`src/rtl/score_keeper_pkg.sv`:
```
// Shared constants, state encoding and 7-seg lookup for the score/game-state stage.
package score_keeper_pkg;

    localparam int SCORE_DIGITS = 6;

    typedef enum logic [1:0] {
        ST_IDLE = 2'd0,
        ST_RUN  = 2'd1,
        ST_OVER = 2'd2
    } state_t;

    // Active-low, bit order gfedcba.
    localparam logic [6:0] SEG_BLANK = 7'b1111111;
    localparam logic [6:0] SEG_0     = 7'b1000000;
    localparam logic [6:0] SEG_1     = 7'b1111001;
    localparam logic [6:0] SEG_2     = 7'b0100100;
    localparam logic [6:0] SEG_3     = 7'b0110000;
    localparam logic [6:0] SEG_4     = 7'b0011001;
    localparam logic [6:0] SEG_5     = 7'b0010010;
    localparam logic [6:0] SEG_6     = 7'b0000010;
    localparam logic [6:0] SEG_7     = 7'b1111000;
    localparam logic [6:0] SEG_8     = 7'b0000000;
    localparam logic [6:0] SEG_9     = 7'b0010000;

    function automatic logic [6:0] seg_pattern(input logic [3:0] bcd);
        case (bcd)
            4'd0:    seg_pattern = SEG_0;
            4'd1:    seg_pattern = SEG_1;
            4'd2:    seg_pattern = SEG_2;
            4'd3:    seg_pattern = SEG_3;
            4'd4:    seg_pattern = SEG_4;
            4'd5:    seg_pattern = SEG_5;
            4'd6:    seg_pattern = SEG_6;
            4'd7:    seg_pattern = SEG_7;
            4'd8:    seg_pattern = SEG_8;
            4'd9:    seg_pattern = SEG_9;
            default: seg_pattern = SEG_BLANK;
        endcase
    endfunction

endpackage

```
`src/rtl/score_keeper_bcd_to_seg.sv`:
```
// One BCD digit plus blank flag to an active-low 7-seg pattern; purely combinational.
// Non-decimal codes render blank so hex glyphs can never appear.
module bcd_to_seg
    import score_keeper_pkg::*;
(
    input  logic [3:0] bcd_i,
    input  logic       blank_i,
    output logic [6:0] seg_o
);

    always_comb begin
        seg_o = SEG_BLANK;
        if (!blank_i) begin
            seg_o = seg_pattern(bcd_i);
        end
    end

endmodule

```
`src/rtl/score_keeper.sv`:
```
// Game-state FSM, BCD score with prescaler, speed level, high score and registered 7-seg drive.
// All outputs come straight from registers; no combinational input-to-output paths.
module score_keeper
    import score_keeper_pkg::*;
#(
    parameter int DIGITS          = SCORE_DIGITS,
    parameter int TICKS_PER_POINT = 4,
    parameter int LEVEL_POINTS    = 100
) (
    input  logic                  clock_i,
    input  logic                  reset_i,
    input  logic                  tick_i,
    input  logic                  start_i,
    input  logic                  collide_i,
    input  logic                  show_hi_i,
    output logic [4*DIGITS-1:0]   score_o,
    output logic [4*DIGITS-1:0]   hiscore_o,
    output logic [7*DIGITS-1:0]   seg_o,
    output logic [3:0]            level_o,
    output logic                  running_o,
    output logic                  game_over_o
);

    localparam int PW = (TICKS_PER_POINT > 1) ? $clog2(TICKS_PER_POINT) : 1;
    localparam int LW = (LEVEL_POINTS > 1) ? $clog2(LEVEL_POINTS) : 1;
    localparam logic [PW-1:0] PRE_LAST = PW'(TICKS_PER_POINT - 1);
    localparam logic [LW-1:0] PTS_LAST = LW'(LEVEL_POINTS - 1);
    localparam logic [7*DIGITS-1:0] SEG_RESET = {{(DIGITS-1){SEG_BLANK}}, SEG_0};

    state_t                state_q, state_d;
    logic [PW-1:0]         pre_q, pre_d;
    logic [LW-1:0]         pts_q, pts_d;
    logic [3:0]            level_q, level_d;
    logic [4*DIGITS-1:0]   score_q, score_d, hi_q, hi_d;
    logic [7*DIGITS-1:0]   seg_q, seg_d;

    logic [4*DIGITS-1:0]   score_inc, disp;
    logic [DIGITS-1:0]     blank;
    logic                  carry, score_max, score_gt, nz;

    // Ripple-carry BCD +1; score_max flags the all-nines hold point.
    always_comb begin
        carry     = 1'b1;
        score_max = 1'b1;
        score_inc = score_q;
        for (int i = 0; i < DIGITS; i++) begin
            if (score_q[4*i +: 4] != 4'd9) begin
                score_max = 1'b0;
            end
            if (carry) begin
                if (score_q[4*i +: 4] == 4'd9) begin
                    score_inc[4*i +: 4] = 4'd0;
                end else begin
                    score_inc[4*i +: 4] = score_q[4*i +: 4] + 4'd1;
                    carry = 1'b0;
                end
            end
        end
    end

    // Higher digits are visited last so the most significant difference decides.
    always_comb begin
        score_gt = 1'b0;
        for (int i = 0; i < DIGITS; i++) begin
            if (score_q[4*i +: 4] > hi_q[4*i +: 4]) begin
                score_gt = 1'b1;
            end else if (score_q[4*i +: 4] < hi_q[4*i +: 4]) begin
                score_gt = 1'b0;
            end
        end
    end

    assign disp = show_hi_i ? hi_q : score_q;

    always_comb begin
        nz       = 1'b0;
        blank    = '0;
        for (int i = DIGITS - 1; i > 0; i--) begin
            nz       = nz | (disp[4*i +: 4] != 4'd0);
            blank[i] = !nz;
        end
    end

    for (genvar g = 0; g < DIGITS; g++) begin : g_seg
        bcd_to_seg u_bcd_to_seg (
            .bcd_i   (disp[4*g +: 4]),
            .blank_i (blank[g]),
            .seg_o   (seg_d[7*g +: 7])
        );
    end

    always_comb begin
        state_d = state_q;
        pre_d   = pre_q;
        pts_d   = pts_q;
        level_d = level_q;
        score_d = score_q;
        hi_d    = hi_q;
        case (state_q)
            ST_IDLE: begin
                if (start_i) begin
                    state_d = ST_RUN;
                    score_d = '0;
                    pre_d   = '0;
                    pts_d   = '0;
                end
            end
            ST_RUN: begin
                if (collide_i) begin
                    state_d = ST_OVER;
                end else if (tick_i) begin
                    if (pre_q == PRE_LAST) begin
                        pre_d = '0;
                        if (!score_max) begin
                            score_d = score_inc;
                            if (pts_q == PTS_LAST) begin
                                pts_d = '0;
                                if (level_q != 4'd15) begin
                                    level_d = level_q + 4'd1;
                                end
                            end else begin
                                pts_d = pts_q + LW'(1);
                            end
                        end
                    end else begin
                        pre_d = pre_q + PW'(1);
                    end
                end
            end
            ST_OVER: begin
                // Score is frozen here, so re-comparing every OVER cycle is harmless.
                if (score_gt) begin
                    hi_d = score_q;
                end
                if (start_i && !collide_i) begin
                    state_d = ST_RUN;
                    score_d = '0;
                    pre_d   = '0;
                    pts_d   = '0;
                    level_d = '0;
                end
            end
            default: state_d = ST_IDLE;
        endcase
    end

    always_ff @(posedge clock_i) begin
        if (reset_i) begin
            state_q <= ST_IDLE;
            pre_q   <= '0;
            pts_q   <= '0;
            level_q <= '0;
            score_q <= '0;
            hi_q    <= '0;
            seg_q   <= SEG_RESET;
        end else begin
            state_q <= state_d;
            pre_q   <= pre_d;
            pts_q   <= pts_d;
            level_q <= level_d;
            score_q <= score_d;
            hi_q    <= hi_d;
            seg_q   <= seg_d;
        end
    end

    assign score_o     = score_q;
    assign hiscore_o   = hi_q;
    assign seg_o       = seg_q;
    assign level_o     = level_q;
    assign running_o   = (state_q == ST_RUN);
    assign game_over_o = (state_q == ST_OVER);

endmodule

```
`config.mk`:
```
export PLATFORM = sky130hd
export DESIGN_NAME = score_keeper
export DESIGN_NICKNAME = d
export VERILOG_FILES = /design/src/rtl/score_keeper_pkg.sv /design/src/rtl/score_keeper_bcd_to_seg.sv /design/src/rtl/score_keeper.sv
export SDC_FILE = /design/constraint.sdc
export NUM_CORES = 1
export LEC_CHECK = 0
export BUFFER_PORTS_ARGS = -buffer_cell sky130_fd_sc_hd__buf_2
export CORE_MARGIN = 2
export CORE_UTILIZATION = 40
export DETAILED_ROUTE_END_ITERATION = 6
export GPL_TIMING_DRIVEN = 0
export HOLD_SLACK_MARGIN = 0.02
export PLACE_DENSITY = 0.65
export SYNTH_ARGS = -nofsm -noshare
export SYNTH_HDL_FRONTEND = slang
export SYNTH_HIERARCHICAL = 1
export SYNTH_SLANG_ARGS = --single-unit
export TNS_END_PERCENT = 1
```
`constraint.sdc`:
```
create_clock -name clock_i -period 3.4 [get_ports clock_i]
set_clock_uncertainty 0.2 [all_clocks]
set_input_delay 0.34 -clock clock_i [delete_from_list [all_inputs] [get_ports clock_i]]
set_output_delay 0.34 -clock clock_i [all_outputs]
set_load 0.01 [all_outputs]
```
Yosys cells after proc, flatten, opt, wreduce, memory -nomap -nowiden
Memories as Yosys holds them, arrays and structs flattened. A register that Yosys moved wholly into a read port is not among the register bits.
Cells that the tools add are included.
Word-level totals
  register bits: 63
  memory bits (read-only): 672
  bits of input ports: 6
  output and inout port bits: 96
  logic and storage cells: 173
  memories: 6
Memory list
  (name not given): words 16, bits a word 7, read ports 1, clocked after Yosys merged registers in 1, wr ports 0, line score_keeper_pkg.sv:26  | case (bcd)
  (name not given): words 16, bits a word 7, read ports 1, clocked after Yosys merged registers in 1, wr ports 0, line score_keeper_pkg.sv:26
  (name not given): words 16, bits a word 7, read ports 1, clocked after Yosys merged registers in 1, wr ports 0, line score_keeper_pkg.sv:26
  (name not given): words 16, bits a word 7, read ports 1, clocked after Yosys merged registers in 1, wr ports 0, line score_keeper_pkg.sv:26
  (name not given): words 16, bits a word 7, read ports 1, clocked after Yosys merged registers in 1, wr ports 0, line score_keeper_pkg.sv:26
  (name not given): words 16, bits a word 7, read ports 1, clocked after Yosys merged registers in 1, wr ports 0, line score_keeper_pkg.sv:26
Cells by class
  add/sub/neg operators: 9
  order comparisons: 11
  equality and inequality tests: 31
  multiplexer cells: 71
  bitwise logic cells: 9
  reductions and logical operators: 25
Operator list (count)
  $mux W24: 7
  $mux W4: 18
  $pmux W24 S3: 1
  $mux W7: 7
  $reduce_and A8 Y1: 6
  $add A4 B1 Y4 const B: 7
  $ne A4 B4 Y1 const B: 7
  $mux W1: 26
  $eq A4 B4 Y1 const B: 6
  $gt A4 B4 Y1: 6
  $pmux W7 S3: 1
  $lt A4 B4 Y1: 5
  $reduce_bool A4 Y1: 5
  $ne A2 B1 Y1 const B: 9
  $mux W2: 8
  $pmux W2 S3: 2
  $ne A2 B2 Y1 const B: 5
  $reduce_or A2 Y1: 5
  $pmux W4 S2: 1
  $add A7 B1 Y7 const B: 1
  $eq A7 B7 Y1 const B: 1
  $reduce_and A7 Y1: 1
  $not A1 Y1: 5
  $reduce_and A5 Y1: 1
  other kinds (11): 15

Depth between registers and ports, before layout
Gate-level depths: netlist (run 1).
  depth after elaboration: 13
  mapped depth: 12

By module
The synthesis (run 1) kept the hierarchy.
By module, submodules not included
  score_keeper: times used 1, cells each 594, area an instance 5318.9 sq um, sequential area each 2102.0 sq um
  bcd_to_seg (g_seg[0].u_bcd_to_seg ...): times used 4, cells each 33, area an instance 236.5 sq um, sequential area each 0.0 sq um
  bcd_to_seg (g_seg[1].u_bcd_to_seg): times used 1, cells each 35, area an instance 252.7 sq um, sequential area each 0.0 sq um
  bcd_to_seg (g_seg[3].u_bcd_to_seg): times used 1, cells each 33, area an instance 235.2 sq um, sequential area each 0.0 sq um

Least setup slack after synthesis (run 1)
Ideal clock, no wire load.
  path kind: register -> register
  start: reg score_q[20], in the netlist score_o[20]
  end: reg seg_q[7], in the netlist seg_o[7]
  setup time: 56 ps
  arrival: 2703 ps
  path slack: 440 ps
  stages on the path, launching flop included: 8
  path buffers: 0
  clock period less this slack: 2960 ps
  cell sequence: dfxtp_1 or4_1 o31ai_1 nand2_1 nor3_1 nor2_1 a21oi_2 or2_2
Between the ends
  word-level cells in the longest chain between the ends: 8
Ends and longest elaborated chain
  from (decl): line score_keeper.sv:34  | logic [4*DIGITS-1:0] score_q, score_d, hi_q, hi_d;
  from (signal assigned): line score_keeper.sv:161  | score_q <= score_d;
  $mux W24: line score_keeper.sv:73  | assign disp = show_hi_i ? hi_q : score_q;
  $reduce_bool A4 Y1: line score_keeper.sv:79  | nz = nz | (disp[4*i +: 4] != 4'd0);
  $or A1 B1 Y1 (4 in a row): line score_keeper.sv:79
  $not A1 Y1 (no line)
  $reduce_or A2 Y1 (no line)
  to (decl): line score_keeper.sv:35  | logic [7*DIGITS-1:0] seg_q, seg_d;
No other way between the ends.
A chain may end at the register's enable or synchronous reset.

Final worst setup path (run 1)
  start: in show_hi_i
  end: reg seg_q[33], in the netlist seg_o[33]
Between the ends
  word-level cells in the longest chain between the ends: 5
Ends and longest elaborated chain
  from (decl): line score_keeper.sv:15  | input logic show_hi_i,
  $mux W24 (*): line score_keeper.sv:73
  net disp[17]: line score_keeper.sv:37  | logic [4*DIGITS-1:0] score_inc, disp;
  $reduce_bool A4 Y1: line score_keeper.sv:79
  $or A1 B1 Y1: line score_keeper.sv:79
  $not A1 Y1 (no line)
  $reduce_or A2 Y1 (no line)
Mark *: on every way through the listed nets, which the timed path passes. The rest lies on a longest branch.

==> results of run 1 <==
[worst reg2reg max path: cells and delay by family, from the launching register on]
kind	cells	cell delay (ns)
and+or+nand+nor	5	1.68
DFF	1	0.40
AOI/OAI and AO/OA	2	0.65
[power by group]
group,internal [mW],switching [mW],total [mW]
logic,0.209,0.284,0.493
clock network,0.577,0.503,1.08
registers,1.28,0.0361,1.32
total,2.07,0.823,2.89
[state kept, by name (all words and copies together), names as in the netlist]
signal	cells
seg_o	42
hiscore_o	24
score_o	24
pts_q	7
level_o	4
pre_q	2
state_q	2
[through the flow]
stage          hold slack (ns)  setup slack, ns  std cells  setup TNS (ns)  utilization [%]
2_1_floorplan           0.2712           0.4404        800               0                -
3_3_place_gp            0.2801          -0.4618       1119          -4.135            45.67
3_5_place_dp            0.2866          -0.4723       1119          -5.673            45.67
4_1_cts                 0.1035           0.1497       1135               0            47.57
5_1_grt                 0.1403          0.03574       1135               0            47.63
6_report                0.1245           0.3083       1135               0            47.63
[cells in the mapped netlist, types with 3 or more instances]
cell type,n
nand3_1,17
o21ai_1,8
or2_2,36
or3_1,9
inv_1,56
mux2_2,13
buf_2,6
or4_1,7
mux2i_1,25
nor2_1,53
a21o_1,3
nor2b_1,19
o22ai_1,7
a21oi_2,3
dfxtp_1,105
xnor2_1,7
nor3_1,12
buf_6,10
nor4_1,4
nand2b_4,6
o21ai_0,41
nor3_2,5
nand3b_1,8
a22oi_1,4
or2b_1,4
xor2_1,13
ha_1,69
and3_1,4
nand4_1,8
clkbuf_1,15
nor3b_2,7
a21oi_1,55
o21bai_1,7
nand2_1,50
o211ai_1,4
nand2b_1,62
[worst paths after layout]
check,startpoint,endpoint,cells after the start
setup / recovery,show_hi_i,seg_o[33],11
hold / removal,collide_i,state_q[1],3
setup reg to reg,score_o[20],seg_o[14],7
hold reg to reg,level_o[1],level_o[1],2
[per-layer routing]
| layer | GRT usage, % | part of all wire, % |
|---|---|---|
| met1 | 23.93 | 48 |
| met2 | 29.03 | 46 |
| met3 | 4.460 | 4.7 |
| met4 | 5.319 | 1.2 |
| met5 | 0 | 0 |
[cells by family (layout without fill, tap and decap cells)]
group,Yosys count,in the layout,share of synthesized area (%)
buffers and inverters,89,204,6.170
multiplexers,38,38,5.874
XOR/XNOR,20,20,2.594
other,1,7,0.05553
AND/OR/NAND/NOR,320,320,27.68
AO/OA/AOI/OAI,152,152,13.71
adder cells (fa/ha/maj),69,69,12.78
flip-flops,105,105,31.13
[final cells by class]
cell class | count | share of cell area (%)
Clock buffer | 9 | 2.862
Sequential cell | 105 | 26.71
Timing Repair Buffer | 99 | 6.296
Clock inverter | 7 | 1.002
Inverter | 56 | 2.671
Buffer | 33 | 2.639
Multi-Input combinational cell | 606 | 54.32
Tap cell | 220 | 3.498
[layout by cell type (no fill, tap or decap), types with 8 or more instances in the layout]
master / synthesis / routed
a21oi_1: 55 / 55
buf_2: 6 / 105
buf_6: 10 / 10
clkbuf_1: 15 / 14
clkbuf_16: 0 / 9
dfxtp_1: 105 / 105
ha_1: 69 / 69
inv_1: 56 / 56
mux2_2: 13 / 13
mux2i_1: 25 / 25
nand2_1: 50 / 50
nand2b_1: 62 / 62
nand3_1: 17 / 17
nand3b_1: 8 / 8
nand4_1: 8 / 8
nor2_1: 53 / 53
nor2b_1: 19 / 19
nor3_1: 12 / 11
o21ai_0: 41 / 41
o21ai_1: 8 / 8
or2_2: 36 / 36
or3_1: 9 / 9
xor2_1: 13 / 13
==> flow_summary.yaml, run 1 <==
worst_setup_path:
  cp_slowest_cell: "buf_1"
  critical_path.top_delay_family: "buffers and inverters"
  cp-start-kind: "input pin"
  crit_type: "input pin to flip-flop"
  crit_arrival_ns: 3.14
  end_kind: "flip-flop"
  critPathRequiredTime_ns: 3.45
  crit_path_cell_trace: "clkbuf_1, clkbuf_2, buf_1, clkbuf_1, o21ai_0, inv_1, ha_1, inv_1, o21ai_0, a21oi_1, or2_2"
  critPathMaxFanout: 10
  rrSetupSlack_ns: 0.42
  path_buf_inv: 6
  slowest_delay_ns: 0.47
drt:
  drtAntennaViolNets: 0
  drc_errors: 0
  drt_iter0_markers: 261
  via_per_inst: 4.966
  wire_per_inst_um: 14.05
  firstDrtPassIters: 4
  drt-total-wl_um: 15950
  vias: 5636
yosys:
  synth_top_area_share_pct: 31.13
  synth_edf_count: 0
  yosysWarnings: 6
  synth_top_area_cell: "dfxtp_1"
  syn_inst: 794
  syn_avg_cell_area_um2: 8.505
  async_reset_ff_share_pct: 0
  ys.flop_type: "dfxtp_1"
  synth_area_mm2: 0.006753
  synth.area.top_cells: "dfxtp_1 (31%), ha_1 (13%), nand2b_1 (5.7%)"
  yosysSeqAreaShare_pct: 31.13
  ys_types: 64
  synth-seq-cells: 105
clock_tree:
  cts.repair.resized: 2
  cts_buffers: 9
  path_clk_slew_ns: 0.07
  clockRootBuffer: "clkbuf_16"
  post-cts-setup-buffers: 0
  cts_hold_buf: 0
  clk_latency_ns: 0.36
  clock_path_buffers: 2
  cts_tree: "built"
  clock_sinks: 105
  cts_max_level: 3
finish:
  final_cell_area_mm2: 0.007870
  ff_latch_area_mm2: 0.002102
  fin_nets: 985
  nFillCells: 1637
  n_antenna_cell: 0
  drive_gt1_share_pct: 23.50
  syn_to_final_growth_pct: 16.55
  multiInputGateArea_mm2: 0.004275
floorplan:
  boundaryPins: 102
  rows: 47
  dieWidth_um: 133.9
  initial_core_util_pct: 40.86
  dieArea_mm2: 0.01794
  coreArea_mm2: 0.01652
  die_h_um: 133.9
sta:
  maxSlewViolCount: 0
  period_needed_ns: 3.092
  rsz0062_at_grt: "no"
  tightest_slew_ns: 0.9083
  max_slew_margin_pct: 38.80
  fmax_ghz: 0.3234
  setup_violations: 0
  post-route-period-util_pct: 90.93
  hold_viol: 0
hold_path:
  hold_path_class: "input pin to flip-flop"
power_and_ir_drop:
  total_power_mw: 2.891
  max-vdd-ir-drop_mv: 0.2771
  p_leak_nw: 3.338
  p_per_area_mw_per_mm2: 367.4
placement:
  portBuffers: 99
  place_hpwl_um: 12120
  routabilityCongestion: 0.8037
  placed_cell_area_mm2: 0.007546
global_routing:
  grt_pass1_vias: 5097
  grt_use_total_pct: 18.03
  antenna_found_initial: 0
  grt_overflow_total: 0
  grt_pass1_wl_um: 25960
  grt_max_degree: 19
flow_run:
  cap_violations: 0
status:
  outcome: "finished, final reports clean"
Power figures use the tool's default switching activity.
==> inputs of run 2 (changes only) <==
--- a/config.mk
+++ b/config.mk
@@ -5,7 +5,7 @@
 export SDC_FILE = /design/constraint.sdc
 export NUM_CORES = 1
 export LEC_CHECK = 0
-export BUFFER_PORTS_ARGS = -buffer_cell sky130_fd_sc_hd__buf_2
+export BUFFER_PORTS_ARGS = -buffer_cell sky130_fd_sc_hd__buf_4
 export CORE_MARGIN = 2
 export CORE_UTILIZATION = 40
 export DETAILED_ROUTE_END_ITERATION = 6
==> run 2 against run 1 <==
Against the previous run: register-to-register slack got worse by 0.16 ns; die area did not move; sequential power barely moved; flip-flop and latch count did not move; first-iteration DRC count fell by 13%; sequential share of layout area fell by 0.79 points; critical path type is now flip-flop to flip-flop; highest routed layer unchanged.
==> flow_summary.yaml, run 2 (synthesis gave the netlist of run 1 again) <==
finish:
  fin_util_pct: 49.08
  largest_register_ffs: 42
  final_cells: 1135
  final_common_cell: "dfxtp_1"
  final_cell_mix: "dfxtp_1 (105), buf_4 (99), ha_1 (69)"
  syn_to_final_growth_pct: 20.10
  drive_gt1_share_pct: 23.50
  n_antenna_cell: 0
  fin_nets: 985
worst_setup_path:
  path_buf_inv: 0
  end_kind: "flip-flop"
  critPathMaxFanout: 9
  cp-start-kind: "flip-flop"
  crit_type: "flip-flop to flip-flop"
  slowest_delay_ns: 0.61
  cp_slowest_cell: "or4_1"
  crit_path_cell_trace: "or4_1, o31ai_2, nand2_1, nor3_2, nor2_1, a21oi_2, or2_2"
  critPathRequiredTime_ns: 3.50
  crit_arrival_ns: 3.24
  critical_path.top_delay_family: "simple AND/OR/NAND/NOR gates"
floorplan:
  rows: 47
  dieWidth_um: 133.9
  dieArea_mm2: 0.01794
  boundaryPins: 102
  initial_core_util_pct: 40.86
  die_h_um: 133.9
  coreArea_mm2: 0.01652
drt:
  drtAntennaViolNets: 0
  wire_per_inst_um: 14.19
  drt-total-wl_um: 16100
  vias: 5591
  drc_errors: 0
  via_per_inst: 4.926
  drt_iter0_markers: 228
  firstDrtPassIters: 4
clock_tree:
  clock_path_buffers: 2
  clock_sinks: 105
  cts_tree: "built"
  clockRootBuffer: "clkbuf_16"
  clk_latency_ns: 0.36
  path_clk_slew_ns: 0.07
  cts_max_level: 3
  cts_hold_buf: 0
  cts_buffers: 9
sta:
  post-route-period-util_pct: 92.41
  period_needed_ns: 3.142
  setup_violations: 0
  maxSlewViolCount: 0
  tightest_slew_ns: 0.8808
  hold_viol: 0
  max_slew_margin_pct: 40.66
  fmax_ghz: 0.3183
  rsz0062_at_grt: "no"
power_and_ir_drop:
  total_power_mw: 2.927
  max-vdd-ir-drop_mv: 0.2601
  p_per_area_mw_per_mm2: 360.9
  p_leak_nw: 3.400
placement:
  portBuffers: 99
  routabilityCongestion: 0.8435
  place_hpwl_um: 12220
  dp.cells: 1119
global_routing:
  grt_use_total_pct: 18.08
  grt_pass1_vias: 5161
  grt_max_degree: 18
  grt_pass1_wl_um: 26080
  antenna_found_initial: 0
  grt_overflow_total: 0
status:
  outcome: "finished, final reports clean"
flow_run:
  cap_violations: 0
hold_path:
  hold_path_class: "input pin to flip-flop"
## run 2: cell count changes in the layout (fill, tap and decap cells not counted), sizes merged
cell      delta
clkbuf       +2
buf          -1
clkinvlp     -1
## run 2: area by class of cell
| class | count | area [µm²] |
|---|---|---|
| buffer | 33 | 207.7 |
| clock buffer | 10 | 239.0 |
| clock inverter | 6 | 66.31 |
| fill | 1608 | 8414 |
| inverter | 56 | 210.2 |
| multi-input combinational | 606 | 4267 |
| sequential | 105 | 2102 |
| tap | 220 | 275.3 |
| timing repair buffer | 99 | 743.2 |
## run 2: repair_timing
action | in CTS | in global routing
resized for setup | 2 | 1
setup buffers | 0 | 0
endpoints found under the setup margin | 11 | 3
pin swaps | 0 | 0
## run 2: report_power, final
group          switching (mW)  internal (mW)  leakage, nW
Combinational           0.283          0.235         2.40
Clock                   0.491          0.594        0.146
Sequential             0.0400           1.28        0.857
Total                   0.814           2.11         3.40
## run 2: per-layer routing
metal	track usage (%)	vias up	wire length, µm
li1	-	2932	-
met2	29.91	130	7419
met3	2.646	22	775
met4	6.797	0	299
met5	0	-	0
met1	23.90	2507	7606
## run 2: path summary, 6_finish.rpt
path | startpoint | endpoint | slack (ns) | cells past startpoint
worst max register to register | score_o[20] | seg_o[7] | 0.26 | 7
worst min-delay path | collide_i | state_q[1] | 0.09 | 3
worst min register to register | level_o[1] | level_o[1] | 0.31 | 2
worst max-delay path | score_o[20] | seg_o[7] | 0.26 | 7
## run 2: metrics by stage
step	setup WS (ns)	TNS, ns	cell area [µm²]	hold WS (ns)
6_report	0.2582	0	8110	0.08962
4_1_cts	0.2140	0	8109	0.07663
5_1_grt	0.02177	0	8110	0.1057
2_1_floorplan	0.4404	0	6775	0.2712
3_5_place_dp	-0.4212	-3.924	7794	0.3011
3_3_place_gp	-0.4351	-3.526	7794	0.2854
## run 2: worst min-delay path, stage by stage
cell and delay, ns:
buf_4 0.11, a22oi_1 0.08, nor2_1 0.08
==> inputs of run 3 (changes only) <==
--- a/config.mk
+++ b/config.mk
@@ -5,13 +5,15 @@
 export SDC_FILE = /design/constraint.sdc
 export NUM_CORES = 1
 export LEC_CHECK = 0
+export ABC_AREA = 1
 export BUFFER_PORTS_ARGS = -buffer_cell sky130_fd_sc_hd__buf_4
 export CORE_MARGIN = 2
 export CORE_UTILIZATION = 40
+export CTS_CLUSTER_SIZE = 8
 export DETAILED_ROUTE_END_ITERATION = 6
 export GPL_TIMING_DRIVEN = 0
 export HOLD_SLACK_MARGIN = 0.02
-export PLACE_DENSITY = 0.65
+export PLACE_DENSITY = 0.66
 export SYNTH_ARGS = -nofsm -noshare
 export SYNTH_HDL_FRONTEND = slang
 export SYNTH_HIERARCHICAL = 1
==> run 3 against run 2 <==
Against the previous run: maximum frequency up 11%; synthesized area down 5.3%; synthesized cell count rose by 15%; largest cell class unchanged; flip-flop and latch count stayed put; sequential power grew 11%; non-clock buffer count shrank 5; via count is 4.6% higher; count of clock-buffer cells in the layout is 2 higher.
==> flow_summary.yaml, run 3 <==
status:
  outcome: "finished, final reports clean"
global_routing:
  grt_use_total_pct: 18.61
  antenna_found_initial: 0
  grt_max_degree: 17
  use_met3_pct: 4.967
  use_met1_pct: 23.82
  grt_pass1_vias: 5265
  busiest_layer: "met2"
  grt_pass1_wl_um: 25250
  grt_overflow_total: 0
  grtUsageMet2_pct: 31.72
sta:
  setup_violations: 0
  max_slew_margin_pct: 35.09
  fmax_ghz: 0.3517
  tightest_slew_ns: 0.9635
  period_needed_ns: 2.843
  maxSlewViolCount: 0
  rsz0062_at_grt: "no"
  post-route-period-util_pct: 83.62
  hold_viol: 0
  tns_ns: 0
finish:
  syn_to_final_growth_pct: 20.44
  drive_gt1_share_pct: 20.72
  fin_nets: 1103
  n_antenna_cell: 0
  final_common_cell: "nand2_1"
  final_cells: 1249
  largest_register_ffs: 42
  final_cell_mix: "nand2_1 (193), inv_1 (110), dfxtp_1 (105)"
floorplan:
  die_h_um: 130.5
  dieWidth_um: 130.5
  initial_core_util_pct: 40.56
  coreArea_mm2: 0.01577
  dieArea_mm2: 0.01702
  rows: 46
  boundaryPins: 102
placement:
  dp.cells: 1233
  routabilityCongestion: 0.8869
  place_hpwl_um: 11980
  portBuffers: 99
drt:
  drtAntennaViolNets: 0
  drt_iter0_markers: 263
  drt-total-wl_um: 15310
  wire_per_inst_um: 12.26
  drc_errors: 0
  vias: 5846
  firstDrtPassIters: 4
  via_per_inst: 4.681
worst_setup_path:
  slowest_delay_ns: 0.74
  cp_slowest_cell: "o21ai_0"
  crit_arrival_ns: 2.88
  crit_type: "flip-flop to flip-flop"
  end_kind: "flip-flop"
  cp-start-kind: "flip-flop"
  crit_path_cell_trace: "inv_1, o21ai_0, nor4_2, and3_1, nand2_1, inv_1, nor2_4, nand2_1, or2_2"
  critPathMaxFanout: 7
  critPathRequiredTime_ns: 3.43
clock_tree:
  clock_path_buffers: 2
  clockRootBuffer: "clkbuf_16"
  clock_sinks: 105
  cts_hold_buf: 0
  clk_latency_ns: 0.35
  path_clk_slew_ns: 0.07
  post-cts-setup-buffers: 0
  cts_buffers: 9
  cts_tree: "built"
  cts_max_level: 3
yosys:
  yosysSeqAreaShare_pct: 32.86
  yosys-top-cells-count: "nand2_1 (193), inv_1 (110), dfxtp_1 (105), nand3_1 (91), nor2_1 (74)"
  yosysWarnings: 6
  ys.flop_type: "dfxtp_1"
  syn_inst: 917
  synth_area_mm2: 0.006396
  synth_top_area_share_pct: 32.86
  syn_avg_cell_area_um2: 6.975
  synth.area.top_cells: "dfxtp_1 (33%), ha_1 (13%), nand2_1 (11%)"
  synth-seq-cells: 105
  synth_top_area_cell: "dfxtp_1"
  synth_most_common_cell: "nand2_1"
  synth_edf_count: 0
  ys_types: 39
  async_reset_ff_share_pct: 0
power_and_ir_drop:
  p_per_area_mw_per_mm2: 497.7
  max-vdd-ir-drop_mv: 0.3841
  p_leak_nw: 3.500
hold_path:
  hold_path_class: "input pin to flip-flop"
flow_run:
  cap_violations: 0
run 3: changes by cell type after synthesis, moves of 12 or more:
cell,previous run,this run
inv_1,56,110
inv_2,0,17
mux2_2,13,0
mux2i_1,25,0
nand2_1,50,193
nand2_2,0,12
nand2b_1,62,0
nand3_1,17,91
nor2_1,53,74
nor2_2,0,14
nor2b_1,19,0
nor3_1,12,24
run 3: per-stage QoR:
step / instance area [µm²] / utilization (%) / hold slack [ns] / total power [mW] / setup WS (ns)
after floorplan: 6400 / - / 0.2447 / 2.407 / 0.8693
after global placement: 7413 / 47.01 / 0.2550 / 2.857 / 0.2546
after detailed placement: 7413 / 47.01 / 0.2630 / 2.875 / 0.2527
after CTS: 7697 / 48.81 / 0.1008 / 3.886 / 0.2927
after global routing: 7704 / 48.85 / 0.1163 / 4.140 / 0.3198
final: 7704 / 48.85 / 0.1173 / 3.834 / 0.5570
run 3: final timing paths:
kind / startpoint / endpoint / slack [ns] / cells past startpoint
setup / recovery: score_o[22] / seg_o[20] / 0.56 / 9
hold reg to reg: pre_q[1] / pre_q[1] / 0.27 / 2
setup reg to reg: score_o[22] / seg_o[20] / 0.56 / 9
hold / removal: collide_i / state_q[1] / 0.12 / 3
run 3: power by group:
part | switching, mW | internal [mW] | total, mW
registers | 0.0886 | 1.39 | 1.47
logic | 0.801 | 0.562 | 1.36
clock network | 0.461 | 0.536 | 0.997
run 3: what timing repair did:
| action | CTS | global route |
|---|---|---|
| endpoints found under the hold margin | 0 | 0 |
| resized for setup | 0 | 1 |
| endpoints found under the setup margin | 0 | 7 |
run 3: worst max-delay path: cells and delay by family, from the launching register on:
family / cells / cell delay [ns]
and+or+nand+nor: 6 / 1.13
AOI/OAI and AO/OA: 1 / 0.74
DFF: 1 / 0.44
buffers and inverters: 2 / 0.22
run 3: metal layers:
metal | vias to the layer above | wire (µm)
met5 | - | 0
met4 | 0 | 106
met3 | 8 | 869
met2 | 106 | 7177
met1 | 2589 | 7155
li1 | 3143 | -
run 3: area by class of cell:
| type | instances | area, µm² |
|---|---|---|
| Buffer | 28 | 123.9 |
| Inverter | 128 | 480.5 |
| Tap cell | 216 | 270.3 |
| Timing Repair Buffer | 99 | 743.2 |
| Sequential cell | 105 | 2102 |
| Multi-Input combinational cell | 657 | 3700 |
| Clock buffer | 12 | 256.5 |
| Clock inverter | 4 | 27.53 |
| Fill cell | 1660 | 8066 |
run 3: logic make-up (layout without fill, tap and decap cells):
logic type | count (synthesis) | after routing | synth area share, %
AO/OA/AOI/OAI | 110 | 110 | 9.037
XOR/XNOR | 7 | 7 | 0.9585
adder cells (fa/ha/maj) | 69 | 69 | 13.50
buffers and inverters | 156 | 271 | 9.448
flip-flops | 105 | 105 | 32.86
other | 1 | 2 | 0.05863
AND/OR/NAND/NOR | 469 | 469 | 34.14
